<file path="config.mk">
export PLATFORM = sky130hd
export DESIGN_NAME = trigger_readout_scheduler
export DESIGN_NICKNAME = d
export VERILOG_FILES = /design/src/rtl/trigger_readout_scheduler_pkg.sv /design/src/rtl/trigger_readout_scheduler_fifo.sv /design/src/rtl/trigger_readout_scheduler.sv
export SDC_FILE = /design/constraint.sdc
export NUM_CORES = 1
export LEC_CHECK = 0
export ABC_AREA = 1
export CAP_MARGIN = 20
export CORE_MARGIN = 2
export CORE_UTILIZATION = 50
export DETAILED_ROUTE_END_ITERATION = 7
export PLACE_DENSITY = 0.67
export SLEW_MARGIN = 10
export SYNTH_ARGS = -nofsm -noshare
export SYNTH_HDL_FRONTEND = slang
export SYNTH_HIERARCHICAL = 1
export SYNTH_SLANG_ARGS = --single-unit
</file>
<file path="constraint.sdc">
create_clock -name clk_i -period 6.4 [get_ports clk_i]
set_input_delay 1.92 -clock clk_i [delete_from_list [all_inputs] [get_ports clk_i]]
set_output_delay 1.92 -clock clk_i [all_outputs]
set_load 0.02 [all_outputs]
</file>
<file path="src/rtl/trigger_readout_scheduler_pkg.sv">
// Shared definitions for the trigger readout scheduler: default widths, FSM encoding
// and the layout of a request FIFO entry {block, first, pattern}.
package trigger_readout_scheduler_pkg;

  localparam int BLOCK_BITS_DEF = 9;
  localparam int NUM_L4_DEF     = 4;
  localparam int OFFSET_BITS    = 9;
  localparam int COUNT_BITS     = 16;

  typedef enum logic [1:0] {
    ST_IDLE    = 2'd0,
    ST_EVENT   = 2'd1,
    ST_DISCARD = 2'd2
  } state_t;

  // Pattern occupies the low bits, the first flag sits above it, the block on top.
  function automatic int entry_width(input int block_bits, input int num_l4);
    return block_bits + 1 + num_l4;
  endfunction

  function automatic int entry_first_bit(input int num_l4);
    return num_l4;
  endfunction

  function automatic int entry_block_lsb(input int num_l4);
    return num_l4 + 1;
  endfunction

endpackage

</file>
<file path="src/rtl/trigger_readout_scheduler_fifo.sv">
// readout_req_fifo: synchronous first-word-fall-through request FIFO with a free-entry count.
// A push into a full FIFO is still taken when a pop happens in the same cycle.
module readout_req_fifo #(
  parameter int WIDTH = 14,
  parameter int AW    = 4
) (
  input  logic             clk,
  input  logic             rst_n,
  input  logic             push,
  input  logic [WIDTH-1:0] wr_data,
  input  logic             pop,
  output logic [WIDTH-1:0] rd_data,
  output logic             empty,
  output logic             full,
  output logic [AW:0]      free_count
);

  localparam int         DEPTH   = 1 << AW;
  localparam logic [AW:0] DEPTH_V = (AW+1)'(DEPTH);

  logic [WIDTH-1:0] mem [DEPTH];
  logic [AW-1:0]    wr_ptr;
  logic [AW-1:0]    rd_ptr;
  logic [AW:0]      count;
  logic             do_push;
  logic             do_pop;

  assign empty      = (count == '0);
  assign full       = (count == DEPTH_V);
  assign free_count = DEPTH_V - count;
  assign do_pop     = pop && !empty;
  assign do_push    = push && (!full || do_pop);
  assign rd_data    = mem[rd_ptr];

  always_ff @(posedge clk) begin
    if (do_push) mem[wr_ptr] <= wr_data;
  end

  always_ff @(posedge clk) begin
    if (!rst_n) begin
      wr_ptr <= '0;
      rd_ptr <= '0;
      count  <= '0;
    end else begin
      if (do_push) wr_ptr <= wr_ptr + AW'(1);
      if (do_pop)  rd_ptr <= rd_ptr + AW'(1);
      case ({do_push, do_pop})
        2'b10:   count <= count + (AW+1)'(1);
        2'b01:   count <= count - (AW+1)'(1);
        default: count <= count;
      endcase
    end
  end

endmodule

</file>
<file path="src/rtl/trigger_readout_scheduler.sv">
// Converts T1 block periods into absolute IRS block readout requests queued for the digitizer.
// Optional macro TRIG_READOUT_STATS_EN implements the event/drop statistics counters.
module trigger_readout_scheduler
  import trigger_readout_scheduler_pkg::*;
#(
  parameter int NUM_L4       = NUM_L4_DEF,
  parameter int BLOCK_BITS   = BLOCK_BITS_DEF,
  parameter int FIFO_AW      = 4,
  parameter int AFULL_MARGIN = 4
) (
  input  logic                   clk_i,
  input  logic                   rst_n_i,
  input  logic                   block_ce_i,
  input  logic [BLOCK_BITS-1:0]  wr_block_i,
  input  logic                   T1_i,
  input  logic [OFFSET_BITS-1:0] T1_offset_i,
  input  logic [NUM_L4-1:0]      l4_matched_i,
  input  logic [NUM_L4-1:0]      l4_new_i,
  output logic                   req_valid_o,
  input  logic                   req_ready_i,
  output logic [BLOCK_BITS-1:0]  req_block_o,
  output logic                   req_first_o,
  output logic [NUM_L4-1:0]      req_pattern_o,
  output logic                   disable_o,
  output logic                   disable_ce_o,
  output logic                   overflow_o,
  output logic [COUNT_BITS-1:0]  event_count_o,
  output logic [COUNT_BITS-1:0]  drop_count_o
);

  localparam int WIDTH     = entry_width(BLOCK_BITS, NUM_L4);
  localparam int FIRST_BIT = entry_first_bit(NUM_L4);
  localparam int BLOCK_LSB = entry_block_lsb(NUM_L4);

  state_t                state, state_nxt;
  logic                  stg_valid, stg_t1, stg_first;
  logic [BLOCK_BITS-1:0] stg_block;
  logic [NUM_L4-1:0]     stg_pattern;
  logic                  push_req, push_ok, push_refused, discard_drop, drop;
  logic                  pop, fifo_empty, fifo_full;
  logic [WIDTH-1:0]      rd_data;
  logic [FIFO_AW:0]      free_count;

  // Inputs are captured on the block strobe; the FSM acts on them one clock later.
  always_ff @(posedge clk_i) begin
    if (!rst_n_i) begin
      stg_valid   <= 1'b0;
      stg_t1      <= 1'b0;
      stg_first   <= 1'b0;
      stg_block   <= '0;
      stg_pattern <= '0;
    end else begin
      stg_valid <= block_ce_i;
      if (block_ce_i) begin
        stg_t1      <= T1_i;
        stg_first   <= |l4_new_i;
        stg_block   <= wr_block_i - BLOCK_BITS'(T1_offset_i);
        stg_pattern <= l4_matched_i;
      end
    end
  end

  always_ff @(posedge clk_i) begin
    if (!rst_n_i) state <= ST_IDLE;
    else          state <= state_nxt;
  end

  always_comb begin
    state_nxt    = state;
    push_req     = stg_valid && stg_t1 && (stg_first || state == ST_EVENT);
    push_ok      = push_req && (!fifo_full || pop);
    push_refused = push_req && !push_ok;
    discard_drop = stg_valid && stg_t1 && !stg_first && state == ST_DISCARD;
    if (push_ok)
      state_nxt = ST_EVENT;
    else if (push_refused)
      state_nxt = ST_DISCARD;
    else if (stg_valid && !stg_t1 && state == ST_EVENT)
      state_nxt = ST_IDLE;
  end

  assign drop = push_refused || discard_drop;
  assign pop  = req_valid_o && req_ready_i;

  readout_req_fifo #(
    .WIDTH (WIDTH),
    .AW    (FIFO_AW)
  ) u_fifo (
    .clk        (clk_i),
    .rst_n      (rst_n_i),
    .push       (push_ok),
    .wr_data    ({stg_block, stg_first, stg_pattern}),
    .pop        (pop),
    .rd_data    (rd_data),
    .empty      (fifo_empty),
    .full       (fifo_full),
    .free_count (free_count)
  );

  // Memory contents are undefined after reset, so the request fields read zero while idle.
  assign req_valid_o   = !fifo_empty;
  assign req_block_o   = req_valid_o ? rd_data[BLOCK_LSB +: BLOCK_BITS] : '0;
  assign req_first_o   = req_valid_o && rd_data[FIRST_BIT];
  assign req_pattern_o = req_valid_o ? rd_data[NUM_L4-1:0] : '0;

  always_ff @(posedge clk_i) begin
    if (!rst_n_i) begin
      disable_o    <= 1'b0;
      disable_ce_o <= 1'b0;
      overflow_o   <= 1'b0;
    end else begin
      disable_o    <= (32'(free_count) <= AFULL_MARGIN);
      disable_ce_o <= block_ce_i;
      if (drop) overflow_o <= 1'b1;
    end
  end

`ifdef TRIG_READOUT_STATS_EN
  logic [COUNT_BITS-1:0] event_count, drop_count;

  always_ff @(posedge clk_i) begin
    if (!rst_n_i) begin
      event_count <= '0;
      drop_count  <= '0;
    end else begin
      if (push_ok && stg_first && event_count != '1) event_count <= event_count + 16'd1;
      if (drop && drop_count != '1)                  drop_count  <= drop_count + 16'd1;
    end
  end

  assign event_count_o = event_count;
  assign drop_count_o  = drop_count;
`else
  assign event_count_o = '0;
  assign drop_count_o  = '0;
`endif

endmodule
</file>
==> results.txt, run 1 <==
The flow ran to the end, and the final reports show no timing, DRC or antenna violations. The final-report hold violation count is 0. The longest individual stage delay on the worst path came out at between 0.7 and 0.8 ns. The type of destination of the critical path is an output port. The average cell area after synthesis came out at about 11 um^2. In the finished design, the share of the clock period the worst path needs comes to roughly 80%.

Of all nets on the critical path, the largest fanout is 77. The number of global-route vias before repair came out at 7085. The die is approximately 160 um wide.

The number of antenna diodes in the final layout is 0. The least setup slack across all paths after layout came out at ~1.3 ns. The maximum root-to-sink buffer count came out at 3. Global routing finished with a remaining overflow of 0. The multi-input combinational cells in the finished layout cover a total of around 3100 um^2.

Per report_power, the sequential group accounts for between 50% and 60% of the total. The post-CTS repair timing setup buffer count came out at 0. The number of top-level pins came out at a little over 80.

Between clock sinks in the finished design, the worst skew comes to roughly 0.016 ns. The sequential cell area is 7470 um^2. The cell area that synthesis handed to floorplanning was ~12000 um^2.

The finished layout cell area is approximately 13000 um^2. The worst setup path is launched from a flip-flop. The sequential area share after synthesis came out at 63.3%. The layout has about 2000 filler cells.

For the worst setup path, the data arrival time is between 3 and 4 ns. CTS saw 261 sinks. TritonCTS built the clock tree.

The worst-case IR drop observed on VDD is approximately 0.00019 V. On the critical path, the stage with the largest delay is an instance of buf_4. The maximum number of pins on one net before global-route repair is 84. The relative contribution of combinational cells to total power came out at 4.7%.

The final weighted congestion of routability-driven global placement is between 0.8 and 0.9. For the worst-skew pair, the clock arrives at the later sink with an insertion delay of around 0.53 ns. The class of the most critical hold timing path is flip-flop to flip-flop.

The switching power total is around 0.75 mW. Counting both buffers and inverters, the worst setup path holds a total of 3. The overall global routing resource usage came out at 20.3%. The clock transition at the register clock pins on the worst setup and hold paths after CTS is ~0.060 ns. The post-detailed-route count of antenna-violating nets came out at 0.

For this run, the post-layout net count is around 1200. The initial antenna violation count is 0. The count of final max-slew check failures came out at 0. The initial core utilization is 50.6%.

Setup repair after global routing left no endpoint under its margin. The remaining routing DRC violations is 0. The synthesis-to-finish area growth is 12.0%. The most common cell type on the critical path is nand3_1. In this run the standard cell core region covers approximately 23000 um^2. For this run, the number of Yosys warnings is 6.

The worst max-slew margin expressed relative to the limit came out at around a third. Across all hold checks on the routed design, the worst slack comes to ~0.49 ns. In the final routed layout, each cell accounts on average for 16.7 um. The leakage power figure came out at approximately 5 nW. Static timing analysis puts the maximum clock frequency at between 150 and 200 MHz. In this run the number of H-tree levels came out at 1. The sum of routed wire length over all layers is 24400 um. By startpoint and endpoint, the worst setup path is classified as flip-flop to output port. The wire length of the first global-routing pass is 38400 um. Traced cell by cell, the critical path runs through buf_4, o211ai_1, nand3_1, nand3_1, nand2_1, inv_1, nor2_1, clkdlybuf4s50_1. The port buffer count is 48. Dividing total power by cell area gives a power density of around 270 nW/um^2. Buffers inserted during clock tree synthesis total 27. The detailed-routing iteration count for the pre-antenna-repair pass is 5. Once detailed placement completed, the half-perimeter wirelength came to around 15000 um.

The placed instances occupy a cell area of approximately 12000 um^2. The number of standard-cell rows in the floorplan came out at 56. The post-cts hold buffer count is 0. The clock group share of total power is approximately 41%. The count of endpoints failing setup in the final report came out at 0. The worst endpoint required time came out at about 4.5 ns. The final route contains 7527 vias. The pre-CTS setup slack is around 1.6 ns. After clock tree synthesis, the repair step resized 0 gates. The height of the chip came out at 158 um. The number of library cell types mapped by synthesis is 35. The flip-flop and latch count after synthesis is approximately 260. The clock tree root driver cell is clkbuf_16. The fraction of power spent switching nets came out at between 20% and 30%. The initial detailed-routing violation count is 681.

The routed design could run at a clock period as short as 5.06 ns. Dividing the detail-routed via count by the number of cells gives between 5 and 6. At the pin with the least slew margin, the transition time is ~1 ns. The max-cap violation count is 0. The setup total negative slack is 0 ns. Among cell families on the critical path, the largest total delay comes from buffers and inverters.

The internal power of the cells totals 2.81 mW. The gate count of the mapped netlist is 1077. The share of post-route cells with drive strength above 1 came out at 7.96%.

The full die area came out at 24800 um^2.
[cells by family after synthesis]
logic type	after synthesis	share of synthesized area (%)
AO/OA/AOI/OAI	177	10.3
XOR/XNOR	9	0.668
adder cells (fa/ha/maj)	21	2.35
buffers and inverters	268	11.1
flip-flops	261	63.3
other	1	0.0318
AND/OR/NAND/NOR	340	12.2
[cells in the mapped netlist, drive strengths merged]
cell	number	area, um^2
xor2	4	35.0
o21a	1	7.51
edfxtp	224	6730
buf	77	594
nand3b	2	15.0
inv	184	691
xnor2	5	43.8
nor2	63	236
nand3	105	526
clkbuf	7	27.5
nor4	1	6.26
a21oi	43	219
a221oi	1	8.76
ha	19	238
o21ai	40	200
nor3b	1	7.51
nand4	1	6.26
nand2	161	609
conb	1	3.75
dfxtp	37	741
nor3	5	25.0
or2	1	8.76
a211oi	1	7.51
fa	2	40.0
o211ai	91	778
[sequential cells by signal, summed over array words and instances (netlist names), 2 cells and up, named ones only]
| signal | flops |
|---|---|
| state | 2 |
| u_fifo/rd_ptr | 4 |
| u_fifo/wr_ptr | 4 |
| stg_pattern | 4 |
| stg_block | 9 |
| u_fifo/count | 5 |
| u_fifo/mem | 224 |
[through the flow]
| stage | std cells | power, mW | util, % |
|---|---|---|---|
| floorplan | 1108 | 2.06 | - |
| global placement | 1411 | 2.12 | 53.0 |
| detailed placement | 1414 | 2.12 | 53.1 |
| CTS | 1461 | 3.58 | 56.6 |
| global route | 1462 | 3.67 | 56.7 |
| finish | 1462 | 3.55 | 56.7 |
[power by group through the flow]
stage	combinational [mW]	clock (mW)	sequential, mW
final	0.166	1.47	1.92
after global routing	0.188	1.56	1.92
after CTS	0.168	1.50	1.92
after detailed placement	0.167	0	1.95
after global placement	0.165	0	1.95
after floorplan	0.133	0	1.93
[worst paths after layout]
kind / from / end / slack, ns / depth (start not counted)
max reg2reg: u_fifo/count[0] / u_fifo/mem[11][11] / 2.45 / 12
min reg2reg: state[1] / state[1] / 0.49 / 2
max: flip-flop / req_block_o[0] / 1.34 / 8
min: state[1] / state[1] / 0.49 / 2
[worst min-delay path, stage by stage (launching register included)]
cell	delay, ns
dfxtp_1	0.30
inv_2	0.07
a211oi_1	0.06
[routing by layer]
| layer | up-vias | wire (um) | global-route usage [%] |
|---|---|---|---|
| li1 | 3693 | - | - |
| met1 | 3581 | 11000 | 28.0 |
| met2 | 214 | 11500 | 33.8 |
| met3 | 39 | 1340 | 3.18 |
| met4 | 0 | 508 | 5.11 |
| met5 | - | 0 | 0 |
[layout make-up]
class                   instances  share of cell area [%]
multi-input cells             579                    23.8
clock inverters                10                   0.776
inverters                     184                    5.22
repair buffers                 72                    5.24
clock buffers                  37                    5.47
flip-flops and latches        261                    56.5
well taps                     319                    3.02
[cells in the final DEF (no fill, tap or decap), types with 5 or more instances in the layout]
master	count
edfxtp_1	224
inv_1	179
nand2_1	159
nand3_1	105
o211ai_1	72
nor2_1	62
clkdlybuf4s50_1	48
a21oi_1	42
dfxtp_1	35
conb_1	32
o21ai_0	31
clkbuf_16	27
buf_4	20
ha_1	19
o211ai_2	19
o21ai_1	9
clkbuf_1	9
inv_2	5
nor3_1	5
xnor2_1	5
Note: power is estimated with default switching activity, not from simulation.
==> run 2, diff against run 1 <==
- clock period: 6.4 -> 4.98 ns (I/O delays scaled with it)
==> results.txt, run 2 (same netlist as run 1, synthesis figures left out) <==
Result of the run: finished clean (unchanged). The kind of start point of the critical path is a flip-flop (unchanged). The class of the most critical hold timing path is flip-flop to flip-flop (unchanged). The max-cap violation count is 0 (unchanged). The number of H-tree branching levels came to 1 (unchanged). The number of vias after detailed routing is 7683 (was 7527).

The startpoint-to-endpoint class of the critical path is flip-flop to output port (unchanged). The clock net sink count is 261 (unchanged). The post-cts hold buffer count came out at 0 (unchanged).

The number of placed cells counting well taps is 1423 (was 1414). The initial detailed-routing violation count came out at 708 (was 681). The core area is 23300 um^2 (unchanged). The count of buffer and inverter cells on the critical path is 3 (unchanged). The actual slew at the worst max-slew pin came out at 0.980 ns (was 1.01 ns). The ratio of final minimum period to clock period came out at between 90% and 100%. The post-CTS repair timing setup buffer count is 0 (unchanged). The master of the slowest instance on the critical path is buf_4 (unchanged). The power density relative to cell area is 351 nW/um^2 (was 269 nW/um^2).

The total grt overflow is 0 (unchanged). The number of global-route vias before repair came to 7255 (was 7085). The fmax is between 200 and 250 MHz.

The detailed-routing iteration count for the pre-antenna-repair pass is 5 (unchanged). The most flop-heavy register is u_fifo/mem (unchanged). The worst voltage drop across the vdd grid came to 0.000314 V (was 0.000187 V). The number of standard-cell rows in the floorplan is 56 (unchanged). The initial antenna violation count is 0 (unchanged).

The share of post-route cells with drive strength above 1 came out at 9.43% (was 7.96%). The number of instances resized during post-cts repair was 0 (unchanged). The count of final max-slew check failures came to 0 (unchanged). The worst endpoint required time is 3.49 ns (was 4.48 ns). The mean number of vias per cell is 5.21 (was 5.15).

Registers with the most flip-flops: u_fifo/mem: 224 flops, stg_block: 9 flops, u_fifo/count: 5 flops (unchanged). The total power came out at 4.69 mW (was 3.55 mW). The port buffer count is 48 (unchanged). The horizontal die dimension came to 158 um (unchanged).

The sum of routed wire length over all layers is 25200 um (was 24400 um). The type of destination of the critical path is an output port (unchanged). Cell-by-cell trace of the critical path: buf_4, o211ai_2, nand3_1, nand3_1, nand2_1, inv_1, nor2_1, clkdlybuf4s50_1 (was buf_4, o211ai_1, nand3_1, nand3_1, nand2_1, inv_1, nor2_1, clkdlybuf4s50_1). The cell family contributing the most delay on the critical path is buffers and inverters (unchanged). The maximum number of pins on one net before global-route repair came out at 83 (was 84). The worst clock skew came out at 0.0102 ns (was 0.0155 ns). The maximum root-to-sink buffer count is 3 (unchanged).

The final-report hold violation count is 0 (unchanged). The final cell utilization of the core is 57.2% (was 56.7%). The number of top-level pins is 81 (unchanged). The worst-skew pair later-pin latency is 0.54 ns (was 0.53 ns). The pre-CTS setup slack is 0.968 ns (was 1.58 ns). The initial core utilization was 50.6% (unchanged). The overall global routing resource usage is 20.9% (was 20.3%). The data arrival time of the critical path came out at 3.04 ns (was 3.14 ns). The CTS tree is done (unchanged). The clock tree root driver cell is clkbuf_16 (unchanged). The post-route non-filler standard cell count came out at 1475 (was 1462). The number of flip-flops in the largest register is 224 (unchanged). The full die area came out at 24800 um^2 (unchanged). The wire length of the first global-routing pass is 39400 um (was 38400 um). The count of endpoints failing setup in the final report was 0 (unchanged).

The worst max-slew margin expressed relative to the limit is 34.7% (was 32.5%). The synthesis-to-finish area growth came out at 13.1% (was 12.0%). The setup total negative slack came to 0 ns (unchanged). The most common cell after layout, fill and taps aside is edfxtp_1 (unchanged). The post-detailed-route count of antenna-violating nets is 0 (unchanged). The number of diodes added for antenna fixing is 0 (unchanged). The height of the chip is 158 um (unchanged). The net total in the final layout is 1186 (was 1177). The clock transition at the register clock pins on the worst setup and hold paths after CTS came out at 0.06 ns (about the same). The least setup slack across all paths after layout was 0.442 ns (was 1.34 ns).

The final HPWL from detailed placement was 15600 um (was 15200 um). The top fanout value on the critical path is 77 (unchanged). Subtracting the final worst setup slack from the clock period gives 4.54 ns.

The longest individual stage delay on the worst path came out at 0.73 ns (was 0.71 ns). The leakage power figure came out at 5.11 nW (was 5.03 nW). The most common cell type on the critical path is nand3_1 (unchanged). The remaining routing DRC violations came to 0 (unchanged). Commonest cells after routing, fill and taps aside: 224 x edfxtp_1, 179 x inv_1, 159 x nand2_1 (unchanged). The TritonCTS buffer count came out at 28 (was 27). The final weighted congestion of routability-driven global placement is 0.845 (was 0.812). Unrepaired setup endpoints after global routing: no (unchanged). The average wire per cell in the routed design was 17.1 um (was 16.7 um).
## run 2: cell types whose count changed in the layout (fill, tap and decap cells not counted), sizes merged
cell	before	now
buf	24	32
clkbuf	37	29
clkinv	6	17
clkinvlp	0	3
inv	186	185
## run 2: power by group
part           leakage, nW  switching [mW]  total [mW]  internal [mW]
combinational         2.31           0.129       0.217         0.0881
sequential            2.35          0.0557        2.46           2.40
clock                0.449           0.844        2.01           1.17
## run 2: final timing paths
path	start	endpoint	slack [ns]	depth (start not counted)
hold reg to reg	state[1]	state[1]	0.48	2
setup / recovery	flip-flop	req_block_o[7]	0.44	8
setup reg to reg	u_fifo/count[0]	u_fifo/mem[7][8]	1.44	12
hold / removal	state[1]	state[1]	0.48	2
## run 2: final cells by class
type,count,area [um^2]
flip-flops and latches,261,7470
well taps,319,399
clock buffers,29,726
clock inverters,23,185
inverters,184,691
repair buffers,80,733
fillers,1903,9990
multi-input cells,579,3140
## run 2: per-stage QoR
| step | hold WS (ns) | area, um^2 |
|---|---|---|
| after global routing | 0.510 | 13300 |
| after floorplan | 0.451 | 11900 |
| after global placement | 0.471 | 12400 |
| after CTS | 0.486 | 13300 |
| final | 0.485 | 13300 |
| after detailed placement | 0.478 | 12400 |
## run 2: metal layers
layer  GRT usage, %  vias to the layer above  wire [um]  share of wire, %
met2           34.3                      294      11700                46
met4           8.27                        0        892               3.5
li1               -                     3721          -                 -
met3           3.61                       57       1900               7.5
met5              0                        -          0                 0
met1           28.0                     3611      10700                43
## run 2: tightest hold or removal path: cells and delay by family, from the launching register on
| family | cells | cell delay, ns |
|---|---|---|
| compound gates | 1 | 0.06 |
| flops | 1 | 0.30 |
| buf+inv | 1 | 0.07 |
